--- src/rtl/dpram_fifo_ctrl.sv ---
// -----------------------------------------------------------------------------
// dpram_fifo_ctrl
//
// Synchronous FIFO controller placed directly in front of a dual-port RAM.
// It owns the RAM address and write-enable lines; all data storage is in the
// RAM. Port A writes (push side), port B reads (pop side).
//
// Handshake semantics: a push is accepted on a rising edge when
// wr_en=1 and full=0; a pop is accepted when rd_en=1 and empty=0. Both use
// the flags of the current cycle, which are decoded from the registered count
// only. A rejected request has no effect other than setting the sticky
// overflow/underflow flag. rd_valid=1 marks the cycle after an accepted pop,
// when rd_data carries the popped word; otherwise rd_data holds its value.
//
// Ports:
//   clk, rst            clock, asynchronous active-low reset
//   wr_en, wr_data      push request and data
//   rd_en               pop request
//   clr_err             synchronous clear of overflow/underflow
//   rd_data, rd_valid   registered popped word and its valid strobe
//   full, empty         count == MEM_LENGTH / count == 0
//   almost_full         count >= AFULL_THRESH
//   almost_empty        count <= AEMPTY_THRESH
//   count               occupancy 0..MEM_LENGTH
//   overflow/underflow  sticky error flags
//   ram_wen_a, ram_waddr_a, ram_wdata_a   RAM port A (write)
//   ram_wen_b, ram_raddr_b, ram_rdata_b   RAM port B (read, async data)
// -----------------------------------------------------------------------------
module dpram_fifo_ctrl #(
    parameter int DATA_WIDTH    = 8,
    parameter int MEM_LENGTH    = 64,
    parameter int AFULL_THRESH  = 56,
    parameter int AEMPTY_THRESH = 8,
    localparam int AW           = $clog2(MEM_LENGTH)
) (
    input  logic                  clk,
    input  logic                  rst,
    input  logic                  wr_en,
    input  logic [DATA_WIDTH-1:0] wr_data,
    input  logic                  rd_en,
    input  logic                  clr_err,
    output logic [DATA_WIDTH-1:0] rd_data,
    output logic                  rd_valid,
    output logic                  full,
    output logic                  empty,
    output logic                  almost_full,
    output logic                  almost_empty,
    output logic [AW:0]           count,
    output logic                  overflow,
    output logic                  underflow,
    output logic                  ram_wen_a,
    output logic [AW-1:0]         ram_waddr_a,
    output logic [DATA_WIDTH-1:0] ram_wdata_a,
    output logic                  ram_wen_b,
    output logic [AW-1:0]         ram_raddr_b,
    input  logic [DATA_WIDTH-1:0] ram_rdata_b
);

    localparam logic [AW:0]   DEPTH_C  = (AW+1)'(MEM_LENGTH);
    localparam logic [AW:0]   AFULL_C  = (AW+1)'(AFULL_THRESH);
    localparam logic [AW:0]   AEMPTY_C = (AW+1)'(AEMPTY_THRESH);
    localparam logic [AW:0]   CNT_ONE  = (AW+1)'(1);
    localparam logic [AW-1:0] PTR_ONE  = AW'(1);

    logic [AW-1:0] wr_ptr;
    logic [AW-1:0] rd_ptr;
    logic          push;
    logic          pop;

    // Flags come from the registered count only, never from pointer
    // equality, so wrapped pointers cannot alias full with empty.
    assign full         = (count == DEPTH_C);
    assign empty        = (count == '0);
    assign almost_full  = (count >= AFULL_C);
    assign almost_empty = (count <= AEMPTY_C);

    // When full, a simultaneous pop does not make room for the push, and
    // when empty there is no fall-through: each side looks only at its own
    // current-cycle flag.
    assign push = wr_en & ~full;
    assign pop  = rd_en & ~empty;

    assign ram_wen_a   = push;
    assign ram_waddr_a = wr_ptr;
    assign ram_wdata_a = wr_data;
    assign ram_wen_b   = 1'b0;
    assign ram_raddr_b = rd_ptr;

    // Pointers and occupancy. Pointers wrap naturally because MEM_LENGTH is
    // a power of two.
    always_ff @(posedge clk or negedge rst) begin
        if (!rst) begin
            wr_ptr <= '0;
            rd_ptr <= '0;
            count  <= '0;
        end else begin
            if (push) begin
                wr_ptr <= wr_ptr + PTR_ONE;
            end
            if (pop) begin
                rd_ptr <= rd_ptr + PTR_ONE;
            end
            case ({push, pop})
                2'b10:   count <= count + CNT_ONE;
                2'b01:   count <= count - CNT_ONE;
                default: count <= count;
            endcase
        end
    end

    // Read data path: one cycle of latency from pop to rd_valid.
    always_ff @(posedge clk or negedge rst) begin
        if (!rst) begin
            rd_data  <= '0;
            rd_valid <= 1'b0;
        end else begin
            rd_valid <= pop;
            if (pop) begin
                rd_data <= ram_rdata_b;
            end
        end
    end

    // Sticky errors: a new error in the same cycle as clr_err keeps the flag.
    always_ff @(posedge clk or negedge rst) begin
        if (!rst) begin
            overflow  <= 1'b0;
            underflow <= 1'b0;
        end else begin
            overflow  <= (wr_en & full)  | (overflow  & ~clr_err);
            underflow <= (rd_en & empty) | (underflow & ~clr_err);
        end
    end

endmodule

--- config.mk ---
export PLATFORM = sky130hd
export DESIGN_NAME = dpram_fifo_ctrl
export DESIGN_NICKNAME = d
export VERILOG_FILES = /design/src/rtl/dpram_fifo_ctrl.sv
export SDC_FILE = /design/constraint.sdc
export NUM_CORES = 1
export LEC_CHECK = 0
export CORE_MARGIN = 2
export CORE_UTILIZATION = 25
export DETAILED_ROUTE_END_ITERATION = 16
export HOLD_SLACK_MARGIN = 0.08
export PLACE_DENSITY = 0.61
export SLEW_MARGIN = 20
export SYNTH_ARGS = -nofsm -noshare
export SYNTH_HDL_FRONTEND = slang
export SYNTH_SLANG_ARGS = --single-unit
--- constraint.sdc ---
create_clock -name clk -period 2.55 [get_ports clk]
set_clock_uncertainty 0.05 [all_clocks]
set_input_delay 0.765 -clock clk [delete_from_list [all_inputs] [get_ports clk]]
set_output_delay 0.765 -clock clk [all_outputs]
set_load 0.005 [all_outputs]
==> summary.md, run 1 <==
| Metric | Value |
|---|---|
| Status | finished, final reports clean |
| CP Cell Sequence | nor4_4 -> buf_4 -> buf_4 -> a21boi_4 -> ha_4 -> ha_4 -> or3b_4 -> a211oi_4 -> a311oi_2 -> xnor2_1 |
| Largest net degree at the start of global routing | 31 |
| CTS tree | done |
| Syn nets | 169 |
| Vias in the first global route | 1336 |
| Hold Crit Class | reg2reg |
| Cell Pwr Density | 1064 nW/um2 |
| Max Cap Viol | 0 |
| CTS root buf | clkbuf_8 |
| Kind of critical path | reg2reg |
| Startpoint types | flop |
| Rows | 29 |
| Post-Route WL | roughly 3.8 mm |
| Layout Utilization | 0.4022 |
| RR Startpoint | count[0]$_DFFE_PN0P_ |
| Core ar. | roughly 6300 um2 |
| Post-DRT Antenna Nets | 0 |
| Drt drc | 0 |
| Placed cell areas | 2332 um2 |
| Post-synthesis cell area | between 1500 and 2000 um2 |
| WP data required | 2.66 ns |
| Final nets | about 240 |
| Total power | around 2.7 mW |
| Worst-path fanout max | 5 |
| Non-Filler Instances | between 200 and 300 |
| Synth Register Bits | 30 |
| All-layer global routing usage | 0.1139 |
| Max incr delay on CP | slightly above 0.4 ns |
| Cells after Synth | 139 |
| Sequential area share after synthesis | 0.4691 |
| Most used DFF post-synth | dfrtp_1 |
| Number of port buffers | 47 |
| R2r setup slk | 0.02 ns |
| Crit-path slowest cell | dfrtp_1 |
| Async SR Flop Fraction | 1.000 |
| Via Count | about 1300 |
| TritonCTS Buffers | 5 |
| Wire per inst | 12.91 um |
| Hold Path Stages | 1 |
| CTS clock-pin slew for the worst setup and hold paths | roughly 0.06 ns |
| Critical Path Sink Type | flop |
| Final setup viols | 0 |
| Routed vias/inst | around 4.4 |
| Period minus WS final | around 2.5 ns |
| CP bufs+invs | 2 |
| Clock sink count | 30 |
| Initial DRC count | 18 |
| Inst Count DP | roughly 280 |
| Area grow syn2layout | 57.78% |
| Worst path depth | 10 |
| Die span in y | between 80 and 90 um |
| Post-CTS Hold Buffers | 0 |
| Post-synthesis cell type count | 37 |
| Worst Reg-to-Reg Cells | 10 |
| Hold path endpoint | ram_raddr_b[5]$_DFFE_PN0P_ |
| Die width | between 80 and 90 um |
| Initial antenna violation count | 0 |
| CTS max path bufs | 2 |
| Reg-to-Reg End | count[6]$_DFFE_PN0P_ |
| Clk_lat worst skew | about 0.28 ns |
| Placer Congestion | approximately 0.8 |
| Crit-path leading delay family | simple AND/OR/NAND/NOR gates |
| Share of cells above drive strength 1 | 0.3271 |
| VDD IR max | about 0.45 mV |
| HP Start | ram_raddr_b[5]$_DFFE_PN0P_ |
| RSZ-0062 raised after global routing | yes |
| Starting density of the core | 0.2549 |
| Die Area | between 7000 and 8000 um2 |
| Slew Viols, Final | 0 |
| Post-route cell area | 2525 um2 |
| Max Clock Freq | just under 400 MHz |
| Final Hold Vio Count | 0 |
| Global route overflow | 0 |
| YS warnings | 0 |
| Ant diodes | 0 |
| Syn Area/Cell | between 10 and 15 um2 |
| HPWL after DPL | roughly 2.8 mm |
| WP data arrival | between 2 and 3 ns |
| Final Cycle Share | 0.9926 |
| Pre-antenna DRT Iters | 4 |
| IO Count | 65 |
| H-tree levels | 2 |
| First-pass GRT wire length | around 6.4 mm |
| Post-synth EDFFs | 0 |
| LEAKAGE | approximately 1.1 nW |
[cells in the final DEF, fill, tap and decap left out, types with 6 or more instances in the layout]
cell             instances
buf_4                   29
clkbuf_8                 6
clkdlybuf4s50_1         41
dfrtp_1                 28
dlygate4sd2_1            6
mux2_4                   6
nand2_1                  7
nor2_1                   9
xnor2_1                  6
xor2_1                   7
[synth_stat cells (all sizes together), types with 3 or more instances]
cell type	instances	share of area
a211oi	5	0.023
buf	11	0.052
dfrtp	30	0.47
ha	8	0.063
inv	6	0.014
mux2	10	0.084
nand2	8	0.020
nand2b	3	0.012
nand4	4	0.016
nor2	9	0.021
nor3	4	0.013
o21ai	4	0.013
xnor2	6	0.033
xor2	7	0.038
[sequential cells by signal, indices dropped and copies added (netlist names)]
register and cells:
ram_waddr_a 6, count 7, rd_valid 1, overflow 1, rd_data 8, ram_raddr_b 6, underflow 1
[worst register-to-register path: cells and delay by family (launching register included)]
| family | cells | cell delay, ns |
|---|---|---|
| and+or+nand+nor | 2 | 0.74 |
| xor gates and xnor gates | 1 | 0.14 |
| DFF | 1 | 0.41 |
| adders and majority gates | 2 | 0.46 |
| AOI/OAI and AO/OA | 3 | 0.34 |
| buffers and inverters | 2 | 0.27 |
[area by class of cell]
cell class / count / area [um2]
clock buffer: 7 / 86.33
clock inverter: 1 / 5.005
fill: 623 / 3752
inverter: 6 / 22.52
multi-input combinational: 92 / 858.3
sequential: 30 / 753.2
tap: 77 / 96.34
timing repair buffer: 78 / 703.2
[worst max-delay path by stage]
stage / start / to / slack [ns]
after floorplan: rd_en / count[6]$_DFFE_PN0P_ / 0.02
after global placement: rd_en / count[6]$_DFFE_PN0P_ / -0.32
after detailed placement: rd_en / count[6]$_DFFE_PN0P_ / -0.34
after CTS: count[0]$_DFFE_PN0P_ / count[6]$_DFFE_PN0P_ / -0.01
after global routing: count[0]$_DFFE_PN0P_ / count[6]$_DFFE_PN0P_ / -0.08
final: count[0]$_DFFE_PN0P_ / count[6]$_DFFE_PN0P_ / 0.02
[cell families (layout without fill, tap and decap cells)]
logic type | count (synthesis) | in the layout | share of synthesized area
compound gates | 23 | 23 | 0.1063
xor+xnor | 13 | 13 | 0.07115
fa+ha+maj | 9 | 9 | 0.07506
buf+inv | 17 | 92 | 0.06567
flops | 30 | 30 | 0.4691
mux | 11 | 11 | 0.09070
other cells | 1 | 1 | 0.002343
simple gates | 35 | 35 | 0.1196
[metrics by stage]
step                      setup TNS (ns)  worst slack (ns)  hold WS, ns
after floorplan                        0           0.01773       0.4147
after global placement            -1.306           -0.3200       0.4092
after detailed placement          -1.362           -0.3431       0.4145
after CTS                       -0.01220          -0.01220       0.4232
after global routing            -0.08444          -0.08444       0.4492
final                                  0           0.01875       0.4192
[metal layers]
layer / GRT usage / vias up / share of wire
met5: 0 / - / 0
met1: 0.1513 / 619 / 0.47
met4: 0.03959 / 0 / 0.016
met3: 0.03462 / 7 / 0.051
met2: 0.1760 / 37 / 0.47
li1: - / 622 / -
[report_power, final]
group	total, mW	switching [mW]	internal (mW)
Sequential	0.864	0.203	0.661
Combinational	1.43	0.552	0.881
Clock	0.390	0.173	0.217
[what timing repair did]
item | 4_1_cts | 5_1_grt
setup buffers | 7 | 0
resized for setup | 15 | 4
pin swaps | 10 | 3
setup endpoints to repair | 6 | 2
(Power assumes the default switching activity.)
==> inputs of run 2 (changes only) <==
PLACE_DENSITY = default   (was 0.61)
==> run 2 against run 1 <==
  * First-iteration DRC count increased by 39%
  * Die area did not move
  * Sequential share of layout area shrank 0.38 points
  * Largest power group unchanged
==> summary.md, run 2 (same netlist as run 1, synthesis figures left out) <==
| Metric | Value |
|---|---|
| Status | finished, final reports clean (unchanged) |
| Die Area | 7057 um2 (unchanged) |
| Number of port buffers | 47 (unchanged) |
| Core ar. | 6277 um2 (unchanged) |
| Final Cycle Share | 0.9907 (was 0.9926) |
| Share of cells above drive strength 1 | 0.3505 (was 0.3271) |
| Max Clock Freq | 395.8 MHz (was 395.1 MHz) |
| Pre-CTS WS | -0.3908 ns (was -0.3431 ns) |
| Pre-antenna DRT Iters | 4 (unchanged) |
| Final setup viols | 0 (unchanged) |
| Most common cell after layout, fill and taps aside | clkdlybuf4s50_1 (unchanged) |
| Die width | 84.01 um (unchanged) |
| Starting density of the core | 0.2549 (unchanged) |
| Non-Filler Instances | 291 (unchanged) |
| First-pass GRT wire length | 6.272 mm (was 6.403 mm) |
| Max incr delay on CP | 0.42 ns (was 0.41 ns) |
| Post-CTS Hold Buffers | 0 (unchanged) |
| IO Count | 65 (unchanged) |
| Worst-path fanout max | 6 (was 5) |
| Post-Route WL | 3.854 mm (was 3.758 mm) |
| Routed vias/inst | 4.436 (was 4.416) |
| Final Hold Vio Count | 0 (unchanged) |
| Clock sink count | 30 (unchanged) |
| LEAKAGE | 1.133 nW (was 1.127 nW) |
| Setup WS post-layout | 0.02363 ns (was 0.01875 ns) |
| Crit-path slowest cell | dfrtp_2 (was dfrtp_1) |
| CTS root buf | clkbuf_8 (unchanged) |
| Slew Viols, Final | 0 (unchanged) |
| VDD IR max | 0.4269 mV (was 0.4529 mV) |
| Total power | 2.758 mW (was 2.687 mW) |
| Die span in y | 84.01 um (unchanged) |
| Period minus WS final | 2.526 ns (was 2.531 ns) |
| Max Cap Viol | 0 (unchanged) |
| Initial DRC count | 25 (was 18) |
| Post-route cell area | 2557 um2 (was 2525 um2) |
| Inst Count DP | 276 (was 277) |
| Largest net degree at the start of global routing | 31 (unchanged) |
| Final nets | 243 (unchanged) |
| Critical Path Sink Type | flop (unchanged) |
| Cell Pwr Density | 1079 nW/um2 (was 1064 nW/um2) |
| Largest register FFs | 8 (unchanged) |
| Global route overflow | 0 (unchanged) |
| H-tree levels | 2 (unchanged) |
| Area grow syn2layout | 59.81% (was 57.78%) |
| Ant diodes | 0 (unchanged) |
| Post-DRT Antenna Nets | 0 (unchanged) |
| Setup TNS | 0 ns (unchanged) |
| Most frequent cells in the layout | clkdlybuf4s50_1, dfrtp_1, buf_4 (was clkdlybuf4s50_1, buf_4, dfrtp_1) |
| RSZ-0062 raised after global routing | yes (unchanged) |
| Top register by number of flip-flops | rd_data (unchanged) |
| Vias in the first global route | 1302 (was 1336) |
| CTS clock-pin slew for the worst setup and hold paths | 0.07 ns (was 0.06 ns) |
| Layout Utilization | 0.4074 (was 0.4022) |
| CP Cell Sequence | nor4_4 -> buf_4 -> buf_4 -> a21boi_4 -> ha_4 -> ha_4 -> or3b_4 -> a211oi_2 -> a311oi_2 -> xnor2_1 (was nor4_4 -> buf_4 -> buf_4 -> a21boi_4 -> ha_4 -> ha_4 -> or3b_4 -> a211oi_4 -> a311oi_2 -> xnor2_1) |
| Top Registers | rd_data x8, count x7 (unchanged) |
| R2r setup slk | 0.02 ns (about the same) |
| Drt drc | 0 (unchanged) |
| Placed cell areas | 2325 um2 (was 2332 um2) |
| Startpoint types | flop (unchanged) |
| Initial antenna violation count | 0 (unchanged) |
| Hold Crit Class | reg2reg (unchanged) |
| HPWL after DPL | 2.748 mm (was 2.788 mm) |
| Placer Congestion | 0.7428 (was 0.8075) |
| Kind of critical path | reg2reg (unchanged) |
| WP data arrival | 2.65 ns (was 2.64 ns) |
| Wire per inst | 13.24 um (was 12.91 um) |
| WP data required | 2.67 ns (was 2.66 ns) |
| Clk_lat worst skew | 0.29 ns (was 0.28 ns) |
| CTS tree | done (unchanged) |
| All-layer global routing usage | 0.1128 (was 0.1139) |
| Rows | 29 (unchanged) |
| TritonCTS Buffers | 5 (unchanged) |
| CTS max path bufs | 2 (unchanged) |
| Worst hold-check slack | 0.4206 ns (was 0.4192 ns) |
| Via Count | 1291 (was 1285) |
==> run 2: path summary, 6_finish.rpt <==
kind | to | depth (start not counted) | from
setup reg to reg | count[6]$_DFFE_PN0P_ | 10 | count[3]$_DFFE_PN0P_
hold / removal | ram_waddr_a[5]$_DFFE_PN0P_ | 1 | ram_waddr_a[5]$_DFFE_PN0P_
max in group asynchronous | count[3]$_DFFE_PN0P_ | 2 | rst
min in group asynchronous | ram_raddr_b[5]$_DFFE_PN0P_ | 2 | rst
hold reg to reg | ram_waddr_a[5]$_DFFE_PN0P_ | 1 | ram_waddr_a[5]$_DFFE_PN0P_
setup / recovery | count[6]$_DFFE_PN0P_ | 10 | count[3]$_DFFE_PN0P_
==> run 2: layout make-up <==
type | count | area, um2
fill | 607 | 3720
clock inverter | 1 | 5.005
tap | 77 | 96.34
timing repair buffer | 78 | 709.4
sequential | 30 | 753.2
multi-input combinational | 92 | 884.6
clock buffer | 7 | 86.33
inverter | 6 | 22.52
==> run 2: critical path, delay by kind of cell (launching register included) <==
family / cells / cell delay, ns
simple gates: 2 / 0.71
fa+ha+maj: 2 / 0.46
flops: 1 / 0.42
compound gates: 3 / 0.37
buf+inv: 2 / 0.27
xor+xnor: 1 / 0.14
==> run 2: where the power goes <==
part	total, mW	leakage (nW)	internal, mW	switching, mW
Combinational	1.50	0.726	0.914	0.587
Clock	0.404	0.0482	0.218	0.186
Sequential	0.854	0.359	0.661	0.193
==> run 2: per-layer routing <==
metal / routed length (um) / vias to the layer above / track usage
li1: - / 629 / -
met1: 1818 / 618 / 0.1437
met2: 1762 / 38 / 0.1760
met3: 209 / 6 / 0.03660
met4: 65 / 0 / 0.04692
met5: 0 / - / 0
==> run 2: repair_timing <==
item	4_1_cts	5_1_grt
buffers inserted	7	2
resized for setup	16	13
endpoints found under the setup margin	6	8
pin swaps	10	9
